### config.mk
export PLATFORM = sky130hd
export DESIGN_NAME = jesd204_rx_lane
export DESIGN_NICKNAME = d
export VERILOG_FILES = /design/src/rtl/jesd204_rx_lane.sv
export SDC_FILE = /design/constraint.sdc
export NUM_CORES = 1
export LEC_CHECK = 0
export CAP_MARGIN = 40
export CORE_AREA = 2 2 83 124
export CTS_BUF_LIST = sky130_fd_sc_hd__clkbuf_4 sky130_fd_sc_hd__clkbuf_8 sky130_fd_sc_hd__clkbuf_16
export DETAILED_ROUTE_END_ITERATION = 10
export DIE_AREA = 0 0 85 126
export PLACE_DENSITY = 0.83
export SLEW_MARGIN = 0
export SYNTH_ARGS = -nofsm -noshare
export SYNTH_HDL_FRONTEND = slang
export SYNTH_SLANG_ARGS = --single-unit
### constraint.sdc
create_clock -name CLK -period 4.7 [get_ports CLK]
set_input_delay 0.94 -clock CLK [delete_from_list [all_inputs] [get_ports CLK]]
set_output_delay 0.94 -clock CLK [all_outputs]
set_load 0.01 [all_outputs]
### src/rtl/jesd204_rx_lane.sv
// jesd204_rx_lane: per-lane JESD204B receive link layer.
// Code-group sync drives the lane SYNC_n request. The ILA start /R/ fixes the
// word alignment. ILA multiframes are counted before aligned user data is
// streamed, and a saturating counter tracks cycles with 8b10b decode errors.
module jesd204_rx_lane #(
  parameter int ERR_THRESH = 3,
  parameter int ERR_CNT_W  = 8
) (
  input  logic                 CLK,
  input  logic                 RST_n,
  input  logic                 EN,
  input  logic [3:0][7:0]      DI,
  input  logic [3:0]           DI_K,
  input  logic [3:0]           DI_ERR,
  input  logic [7:0]           NUM_ILAS,
  input  logic                 CLR_ERR,
  output logic                 SYNC_REQ_n,
  output logic                 CGS_DONE,
  output logic                 ILA_DONE,
  output logic [1:0]           ALIGN,
  output logic [3:0][7:0]      DO,
  output logic [3:0]           DO_K,
  output logic                 DO_VALID,
  output logic [ERR_CNT_W-1:0] ERR_CNT
);

  localparam logic [7:0] K_CHAR    = 8'hBC;
  localparam logic [7:0] R_CHAR    = 8'h1C;
  localparam logic [7:0] A_CHAR    = 8'h7C;
  localparam int         ERR_RUN_W = $clog2(ERR_THRESH + 1);

  typedef enum logic [1:0] {ST_INIT, ST_CGS, ST_ILA, ST_DATA} state_t;

  state_t               state, state_nxt;
  logic [3:0][7:0]      prev_p0;
  logic [3:0]           prev_k_p0;
  logic [3:0][7:0]      al_d;
  logic [3:0]           al_k;
  logic [2:0]           k_run, k_run_nxt;
  logic                 k_run_hit;
  logic                 nk_found, nk_is_r;
  logic [1:0]           nk_pos;
  logic                 err_any, err_trip, a_hit, ila_last;
  logic [ERR_RUN_W-1:0] err_run;
  logic [7:0]           ila_cnt, ila_need;

  function automatic logic is_char(input logic [7:0] d, input logic k, input logic [7:0] c);
    return k && (d == c);
  endfunction

  function automatic logic [ERR_CNT_W-1:0] sat_inc(input logic [ERR_CNT_W-1:0] v);
    return (&v) ? v : v + ERR_CNT_W'(1);
  endfunction

  // Byte-rotating aligner: four consecutive octets starting at ALIGN within {DI, prev}
  always_comb begin
    case (ALIGN)
      2'd1:    begin al_d = {DI[0],   prev_p0[3:1]}; al_k = {DI_K[0],   prev_k_p0[3:1]}; end
      2'd2:    begin al_d = {DI[1:0], prev_p0[3:2]}; al_k = {DI_K[1:0], prev_k_p0[3:2]}; end
      2'd3:    begin al_d = {DI[2:0], prev_p0[3]};   al_k = {DI_K[2:0], prev_k_p0[3]};   end
      default: begin al_d = prev_p0;                 al_k = prev_k_p0;                 end
    endcase
  end

  // Link-state decode: /K/ run tracking, first non-/K/ search, error run and /A/ counting
  always_comb begin
    k_run_nxt = k_run;
    k_run_hit = 1'b0;
    for (int i = 0; i < 4; i++) begin
      if (is_char(DI[i], DI_K[i], K_CHAR) && !DI_ERR[i])
        k_run_nxt = (k_run_nxt == 3'd4) ? 3'd4 : k_run_nxt + 3'd1;
      else
        k_run_nxt = 3'd0;
      if (k_run_nxt == 3'd4) k_run_hit = 1'b1;
    end
    nk_found = 1'b0;
    nk_is_r  = 1'b0;
    nk_pos   = 2'd0;
    // Scan downward so the lowest non-/K/ position wins
    for (int i = 3; i >= 0; i--) begin
      if (!is_char(DI[i], DI_K[i], K_CHAR)) begin
        nk_found = 1'b1;
        nk_is_r  = is_char(DI[i], DI_K[i], R_CHAR);
        nk_pos   = 2'(i);
      end
    end
    err_any   = |DI_ERR;
    err_trip  = err_any && (err_run == ERR_RUN_W'(ERR_THRESH - 1));
    ila_need  = (NUM_ILAS == 8'd0) ? 8'd1 : NUM_ILAS;
    a_hit     = is_char(al_d[3], al_k[3], A_CHAR);
    ila_last  = (ila_cnt + 8'd1) == ila_need;
    state_nxt = state;
    case (state)
      ST_INIT: if (k_run_hit) state_nxt = ST_CGS;
      ST_CGS: begin
        if (err_any || (nk_found && !nk_is_r)) state_nxt = ST_INIT;
        else if (nk_found)                     state_nxt = ST_ILA;
      end
      ST_ILA: begin
        if (err_trip)              state_nxt = ST_INIT;
        else if (a_hit && ila_last) state_nxt = ST_DATA;
      end
      default: if (err_trip) state_nxt = ST_INIT;
    endcase
    if (!EN) state_nxt = ST_INIT;
  end

  // Link FSM with registered status outputs; every status drops on the edge entering INIT
  always_ff @(posedge CLK or negedge RST_n) begin
    if (!RST_n) begin
      state      <= ST_INIT;
      k_run      <= 3'd0;
      err_run    <= '0;
      ila_cnt    <= 8'd0;
      ALIGN      <= 2'd0;
      SYNC_REQ_n <= 1'b0;
      CGS_DONE   <= 1'b0;
      ILA_DONE   <= 1'b0;
      DO_VALID   <= 1'b0;
    end else begin
      state      <= state_nxt;
      k_run      <= (state == ST_INIT && EN) ? k_run_nxt : 3'd0;
      err_run    <= ((state == ST_ILA || state == ST_DATA) && err_any && state_nxt != ST_INIT)
                    ? err_run + ERR_RUN_W'(1) : '0;
      ila_cnt    <= (state == ST_ILA && state_nxt == ST_ILA) ? ila_cnt + {7'd0, a_hit} : 8'd0;
      if (state == ST_CGS && state_nxt == ST_ILA) ALIGN <= nk_pos;
      SYNC_REQ_n <= (state_nxt != ST_INIT);
      CGS_DONE   <= (state_nxt != ST_INIT);
      ILA_DONE   <= (state_nxt == ST_DATA);
      DO_VALID   <= (state == ST_DATA) && (state_nxt == ST_DATA);
    end
  end

  // Stage p0: previous input word feeding the aligner
  always_ff @(posedge CLK) begin
    prev_p0   <= DI;
    prev_k_p0 <= DI_K;
  end

  // Stage p1: aligned output word, updated in every state
  always_ff @(posedge CLK or negedge RST_n) begin
    if (!RST_n) begin
      DO   <= '0;
      DO_K <= 4'd0;
    end else begin
      DO   <= al_d;
      DO_K <= al_k;
    end
  end

  // Saturating decode-error counter; clear takes priority over increment
  always_ff @(posedge CLK or negedge RST_n) begin
    if (!RST_n)       ERR_CNT <= '0;
    else if (CLR_ERR) ERR_CNT <= '0;
    else if (err_any) ERR_CNT <= sat_inc(ERR_CNT);
  end

endmodule
# Word level (Yosys, flattened, before mapping)
# Cells that the tools add are included.
# totals
inputBits	52
wordCells	129
regBits	100
# classes
reduce_logical	36
n_mux	41
eq_ne	25
addsub	8
# op_table
cell	count
$pmux 32 s3	1
$mux 8	5
$eq 8x5->1 const B	4
$eq 8x8->1 const B	4
$mux 3	9
$mux 2	12
$logic_and 1x1->1	22
$add 8x1->8 const B	2
$eq 3x3->1 const B	5
$eq 2x2->1 const B	7
$add 3x1->3 const B	4
$mux 1	12
$pmux 4 s3	1
$add 8x1->8	1
$eq 8x7->1 const B	1
$eq 8x8->1	1
$logic_not 8->1	1
$reduce_and 8->1	1
$pmux 2 s3	1
$logic_not 1->1	5
$eq 2x1->1 const B	2
$reduce_bool 2->1	2
$reduce_or 4->1	1
$add 2x1->2 const B	1
4 further kinds	5

# Longest topological paths before layout
# depth
depth_word	21
depth_mapped	19
ltp_nobuf	19

# Least setup slack after synthesis
# OpenSTA, ideal clock, no wires.
# synth_timing
kind	input -> register
from	input port DI[1] in the netlist's numbering
to	register ila_cnt[0]
cell_stages	17
arrival_ps	4406
t_required_ps	4578
setup_slack_ps	172
setup_ps	122
n_path_buf	0
cell_sequence	or3b_4 nor4_2 inv_2 ha_1 a31oi_1 and2_1 inv_1 ha_1 o21ai_2 o21ai_0 inv_1 ha_1 nor3_1 nand2_1 a2111oi_2 a311o_4 nor3_2
# synth_via
elab_chain_len	21
# synth_rtl
element	line	rtl
from (decl)	12	input logic [3:0][7:0] DI,
$eq 8x8->1	48	return k && (d == c);
$logic_and 1x1->1	48	
$logic_and 1x1->1	70	if (is_char(DI[i], DI_K[i], K_CHAR) && !DI_ERR[i])
$mux 3	70	
$add 3x1->3 / $eq 3x3->1 (equally long branches)	71, 74	
$mux 3	71	k_run_nxt = (k_run_nxt == 3'd4) ? 3'd4 : k_run_nxt + 3'd1;
$mux 3	70	
$add 3x1->3 / $eq 3x3->1 (equally long branches)	71, 74	
(+5 left out)	n/a	
$eq 3x3->1	74	if (k_run_nxt == 3'd4) k_run_hit = 1'b1;
$mux 1	74	
$mux 2	94	ST_INIT: if (k_run_hit) state_nxt = ST_CGS;
$pmux 2 s3	93	case (state)
$mux 2	105	if (!EN) state_nxt = ST_INIT;
$eq 2x2->1	125	ila_cnt <= (state == ST_ILA && state_nxt == ST_ILA) ? ila_cnt + {7'd0, a_hit} : 8'd0;
$logic_and 1x1->1	125	
$mux 8 *	125	
to (signal assigned)	125	
to (decl)	45	logic [7:0] ila_cnt, ila_need;
# Mark *: on every way between the ends. The rest lies on a longest branch, timed or not.
# A chain may end at the register's enable or synchronous reset.

# Worst setup path after layout
# layout_timing
from	input port DI[4] in the netlist's numbering
to	register ila_cnt[7]
# Same word-level chain as after synthesis.

==> impl_results.html <==
<table>
<tr><th>Metric</th><th>Value</th></tr>
<tr><th colspan="2">Power and ir drop</th></tr>
<tr><td>Maximum vdd drop</td><td>0.3273 mV</td></tr>
<tr><td>Post-route total power</td><td>about 1.9 mW</td></tr>
<tr><td>Leak Pwr</td><td>about 2.7 nW</td></tr>
<tr><td>Power density of the placed cells</td><td>roughly 290 nW/µm²</td></tr>
<tr><th colspan="2">Drt</th></tr>
<tr><td>Post-Route WL</td><td>roughly 12000 µm</td></tr>
<tr><td>Via-to-Cell Ratio</td><td>slightly below 6</td></tr>
<tr><td>Average wire per standard cell</td><td>~20 µm</td></tr>
<tr><td>Number of DRC markers after the initial detailed-route iteration</td><td>164</td></tr>
<tr><td>DRT antenna net count</td><td>0</td></tr>
<tr><td>Routed wire length on met3</td><td>between 400 and 500 µm</td></tr>
<tr><td>Met2 Wirelength</td><td>around 6700 µm</td></tr>
<tr><td>Vias after detailed routing</td><td>3676</td></tr>
<tr><td>Number of detailed-routing iterations run before antenna repair</td><td>4</td></tr>
<tr><td>DRC</td><td>0</td></tr>
<tr><td>Max layer used</td><td>met4</td></tr>
<tr><td>Routed metal-1 wirelength</td><td>between 4000 and 5000 µm</td></tr>
<tr><th colspan="2">Critical path</th></tr>
<tr><td>Number of buffers and inverters on the critical path</td><td>4</td></tr>
<tr><td>Critical Path RT</td><td>4.93 ns</td></tr>
<tr><td>Most prevalent standard cell on the critical path</td><td>sky130_fd_sc_hd__ha_1</td></tr>
<tr><td>Kind of end point of the critical path</td><td>flip-flop</td></tr>
<tr><td>Critical register-to-register path endpoint</td><td>ila_cnt[7]$_DFF_PN0_</td></tr>
<tr><td>Cells along the critical path</td><td>clkdlybuf4s50_1 &gt; or3b_4 &gt; nor3_4 &gt; nand3b_1 &gt; ha_1 &gt; a31oi_2 &gt; and2_4 &gt; inv_1 &gt; ha_1 &gt; o21ai_2 &gt; o21ai_0 &gt; inv_1 &gt; ha_1 &gt; nor3_2 &gt; nand3_1 &gt; a221oi_2 &gt; buf_4 &gt; a311o_4 &gt; nor3_2</td></tr>
<tr><td>Top fanout value on the critical path</td><td>8</td></tr>
<tr><td>Maximum single-stage delay on the critical path</td><td>between 0.4 and 0.5 ns</td></tr>
<tr><td>Critical path arrival</td><td>around 4.7 ns</td></tr>
<tr><td>Class of the most critical setup path</td><td>in2reg</td></tr>
<tr><td>Logic depth of the worst register-to-register path</td><td>20</td></tr>
<tr><td>R2R Path Start</td><td>k_run[0]$_DFF_PN0_</td></tr>
<tr><td>Delay-heaviest family, CP</td><td>simple AND/OR/NAND/NOR gates</td></tr>
<tr><td>Cell with the biggest individual delay on the critical path</td><td>sky130_fd_sc_hd__clkdlybuf4s50_1</td></tr>
<tr><td>Slack of the worst reg-to-reg path</td><td>~0.80 ns</td></tr>
<tr><td>Crit path launch type</td><td>primary input</td></tr>
<tr><th colspan="2">CTS</th></tr>
<tr><td>CTS tree</td><td>done</td></tr>
<tr><td>Clock slew at the register clock pins of the worst setup and hold paths</td><td>approximately 0.070 ns</td></tr>
<tr><td>Maximum buffer depth of the clock tree</td><td>2</td></tr>
<tr><td>Sink count of the clock tree</td><td>100</td></tr>
<tr><td>Number of buffers created by CTS</td><td>9</td></tr>
<tr><td>Clock latency of the later-clocked register in the worst-skew pair</td><td>roughly 0.35 ns</td></tr>
<tr><td>Clock tree root buffer cell</td><td>sky130_fd_sc_hd__clkbuf_16</td></tr>
<tr><td>Htree depth</td><td>3</td></tr>
<tr><th colspan="2">Timing</th></tr>
<tr><td>Final setup fails</td><td>0</td></tr>
<tr><td>Final Worst Setup Slack</td><td>~0.26 ns</td></tr>
<tr><td>Max Clock Freq</td><td>approximately 230 MHz</td></tr>
<tr><td>Tmin final</td><td>approximately 4.4 ns</td></tr>
<tr><td>Number of max-slew violations in the final report</td><td>0</td></tr>
<tr><td>Worst clock skew</td><td>between 0.007 and 0.008 ns</td></tr>
<tr><td>Share of the cycle needed by the critical path after routing</td><td>94.44%</td></tr>
<tr><td>Slew HR</td><td>between 40% and 50%</td></tr>
<tr><td>Hold Violations, Final</td><td>0</td></tr>
<tr><td>Actual transition at the worst max-transition pin</td><td>0.8809 ns</td></tr>
<tr><th colspan="2">Logic synthesis</th></tr>
<tr><td>Post-synthesis sequential area ratio</td><td>48.36%</td></tr>
<tr><td>Post-synth top flop</td><td>sky130_fd_sc_hd__dfrtp_1</td></tr>
<tr><td>Syn Inst Count</td><td>373</td></tr>
<tr><td>Mapped Avg Cell Area</td><td>around 13 µm²</td></tr>
<tr><td>Synth cell types</td><td>68</td></tr>
<tr><td>Flip-flop and latch count after synthesis</td><td>100</td></tr>
<tr><td>Number of nets produced by synthesis</td><td>roughly 440</td></tr>
<tr><td>Proportion of synthesized flip-flops having asynchronous set or reset</td><td>64.00%</td></tr>
<tr><td>Post-synth design cell area</td><td>4802 µm²</td></tr>
<tr><td>Number of synthesized flops with an enable pin</td><td>0</td></tr>
<tr><td>Yosys Warn Count</td><td>0</td></tr>
<tr><th colspan="2">Floorplan</th></tr>
<tr><td>I/O pins</td><td>~100</td></tr>
<tr><td>Cell Rows</td><td>between 40 and 50</td></tr>
<tr><td>Initial standard-cell utilization of the core</td><td>between 40% and 50%</td></tr>
<tr><td>Chip Height</td><td>between 100 and 150 µm</td></tr>
<tr><td>Die Footprint</td><td>approximately 11000 µm²</td></tr>
<tr><td>Die width</td><td>around 85 µm</td></tr>
<tr><td>Floorplan core area</td><td>a little under 10000 µm²</td></tr>
<tr><th colspan="2">GRT</th></tr>
<tr><td>Maximum number of pins on one net before global-route repair</td><td>between 60 and 70</td></tr>
<tr><td>Wire length of the first global-routing pass</td><td>approximately 19000 µm</td></tr>
<tr><td>Number of antenna violations at the first check in global routing</td><td>0</td></tr>
<tr><td>Number of global-route vias before repair</td><td>around 3800</td></tr>
<tr><td>Overall track demand over capacity in global routing</td><td>23.03%</td></tr>
<tr><td>Sum of overflow across all layers after global routing</td><td>0</td></tr>
<tr><th colspan="2">Place</th></tr>
<tr><td>HPWL after DPL</td><td>around 8700 µm</td></tr>
<tr><td>Placer's final routability congestion estimate</td><td>slightly below 0.9</td></tr>
<tr><td>Dpl cell area</td><td>slightly above 6000 µm²</td></tr>
<tr><td>Number of port buffers</td><td>~100</td></tr>
<tr><td>DP Worst Slack</td><td>-0.3794 ns</td></tr>
<tr><td>Placed cells</td><td>roughly 600</td></tr>
<tr><th colspan="2">Cells and area</th></tr>
<tr><td>Count of placed standard cells in the final layout, fillers left out</td><td>between 600 and 700</td></tr>
<tr><td>Sequential standard cell area</td><td>about 2300 µm²</td></tr>
<tr><td>Area of the multi-input gates</td><td>roughly 2400 µm²</td></tr>
<tr><td>Utilization after layout</td><td>roughly 67%</td></tr>
<tr><td>Final Net Count</td><td>566</td></tr>
<tr><td>Number of antenna repair diodes</td><td>0</td></tr>
<tr><td>Area Overhead vs Synth</td><td>35.28%</td></tr>
<tr><td>Filler Cells Inserted</td><td>approximately 670</td></tr>
<tr><td>Share of layout cells above drive strength 1</td><td>23.27%</td></tr>
<tr><td>Final std cell area, no fill</td><td>6496 µm²</td></tr>
<tr><th colspan="2">Outcome</th></tr>
<tr><td>Outcome</td><td>finished, final reports clean</td></tr>
<tr><th colspan="2">Job</th></tr>
<tr><td>Max_cap viols</td><td>0</td></tr>
<tr><th colspan="2">Min path</th></tr>
<tr><td>Path type of the worst min-delay path</td><td>reg2reg</td></tr>
<tr><td>Cell depth of the worst hold path</td><td>2</td></tr>
<tr><td>Worst Hold Launch</td><td>err_run[0]$_DFF_PN0_</td></tr>
<tr><td>Destination of the worst hold path</td><td>err_run[0]$_DFF_PN0_</td></tr>
</table>
## flip-flops by register name, indices dropped and copies added (netlist names), 2 cells and up
name,cells
DO,32
state,2
ila_cnt,8
ERR_CNT,8
k_run,3
prev_k_p0,4
DO_K,4
err_run,2
prev_p0,32
ALIGN,2
## report_power, final
group	switching (mW)	internal (mW)	total, mW	leakage (nW)
logic	0.0778	0.107	0.185	1.39
registers	0.0187	0.890	0.909	1.11
clock network	0.348	0.422	0.770	0.153
## tightest hold or removal path, stage by stage (launching register included)
cell and delay (ns):
sky130_fd_sc_hd__dfrtp_1 0.34, sky130_fd_sc_hd__or3_1 0.11, sky130_fd_sc_hd__a21oi_1 0.04
## cell usage after synthesis, types with 5 or more instances
master / count / area, µm²
sky130_fd_sc_hd__inv_1: 12 / 45.04
sky130_fd_sc_hd__nand4_1: 8 / 50.05
sky130_fd_sc_hd__a21oi_1: 8 / 40.04
sky130_fd_sc_hd__nor3_1: 8 / 40.04
sky130_fd_sc_hd__or3_1: 7 / 43.79
sky130_fd_sc_hd__nand2_1: 24 / 90.09
sky130_fd_sc_hd__dfrtp_1: 64 / 1602
sky130_fd_sc_hd__a31oi_1: 6 / 37.54
sky130_fd_sc_hd__dfxtp_1: 36 / 720.7
sky130_fd_sc_hd__xor2_1: 14 / 122.6
sky130_fd_sc_hd__a211oi_1: 5 / 37.54
sky130_fd_sc_hd__o21ai_0: 6 / 30.03
sky130_fd_sc_hd__xnor2_1: 10 / 87.58
sky130_fd_sc_hd__clkbuf_1: 6 / 22.52
sky130_fd_sc_hd__mux4_2: 33 / 743.2
sky130_fd_sc_hd__nand3_1: 6 / 30.03
sky130_fd_sc_hd__ha_1: 12 / 150.1
sky130_fd_sc_hd__nor3_2: 8 / 80.08
sky130_fd_sc_hd__and3_1: 7 / 43.79
sky130_fd_sc_hd__nor2_1: 22 / 82.58
## worst max-delay path by stage
stage | from | endpoint | slack, ns | cells past startpoint
2_1_floorplan | DI[1] | ila_cnt[0]$_DFF_PN0_ | 0.17 | 17
3_3_place_gp | DI[4] | ila_cnt[3]$_DFF_PN0_ | -0.19 | 18
3_5_place_dp | DI[4] | ila_cnt[5]$_DFF_PN0_ | -0.38 | 18
4_1_cts | DI[4] | ila_cnt[5]$_DFF_PN0_ | 0.03 | 18
5_1_grt | DI[4] | ila_cnt[7]$_DFF_PN0_ | -0.08 | 19
6_report | DI[4] | ila_cnt[7]$_DFF_PN0_ | 0.26 | 19
## through the flow
step,hold slack [ns],setup TNS (ns)
finish,0.5198,0
global route,0.5479,-0.6065
CTS,0.5143,0
detailed placement,0.5011,-4.467
global placement,0.5022,-1.967
floorplan,0.4810,0
## layout by cell type (no fill, tap or decap), types with 3 or more instances in the layout
cell,synthesis,layout
sky130_fd_sc_hd__a211oi_1,5,5
sky130_fd_sc_hd__nand3b_1,3,3
sky130_fd_sc_hd__a31oi_1,6,5
sky130_fd_sc_hd__nand4_1,8,8
sky130_fd_sc_hd__and3_1,7,7
sky130_fd_sc_hd__clkinv_4,0,3
sky130_fd_sc_hd__mux4_1,3,3
sky130_fd_sc_hd__a21oi_1,8,8
sky130_fd_sc_hd__or3_1,7,7
sky130_fd_sc_hd__clkbuf_16,0,9
sky130_fd_sc_hd__buf_4,1,31
sky130_fd_sc_hd__nand3_1,6,6
sky130_fd_sc_hd__inv_1,12,12
sky130_fd_sc_hd__xnor2_1,10,10
sky130_fd_sc_hd__nor3_2,8,9
sky130_fd_sc_hd__dfxtp_1,36,36
sky130_fd_sc_hd__mux4_2,33,33
sky130_fd_sc_hd__dfrtp_1,64,63
sky130_fd_sc_hd__o21ai_0,6,6
sky130_fd_sc_hd__nor2_1,22,22
sky130_fd_sc_hd__xor2_1,14,14
sky130_fd_sc_hd__nand2_1,24,24
sky130_fd_sc_hd__clkdlybuf4s50_1,0,100
sky130_fd_sc_hd__nor3_1,8,6
sky130_fd_sc_hd__ha_1,12,12
sky130_fd_sc_hd__o21a_1,3,3
## per-layer routing
layer  GRT usage (%)  up-vias
met5               0        -
met4           9.897        0
met3           4.456       28
met2           41.87      115
met1           25.80     1864
li1                -     1669
## cells by family (layout without fill, tap and decap cells)
logic type / count (synthesis) / in the layout / synth area share, %
adder cells (fa/ha/maj): 12 / 12 / 3.127
XOR/XNOR: 24 / 24 / 4.377
AO/OA/AOI/OAI: 48 / 48 / 7.739
flip-flops: 100 / 100 / 48.36
AND/OR/NAND/NOR: 122 / 122 / 16.10
multiplexers: 39 / 39 / 17.80
buffers and inverters: 28 / 162 / 2.501
## cell type report
type	count	share of cell area, %
clock inverter	7	1.290
multi-input combinational	245	37.13
inverter	13	0.7512
sequential	100	35.77
tap	115	2.215
clock buffer	9	3.467
timing repair buffer	133	19.38
## repair_timing
action                     4_1_cts  5_1_grt
pin swaps                        1        3
buffers inserted                 0        2
gates resized for setup          1        7
hold buffers                     0        0
setup endpoints to repair        8       13
No activity file was read; power rests on OpenSTA's default activity.
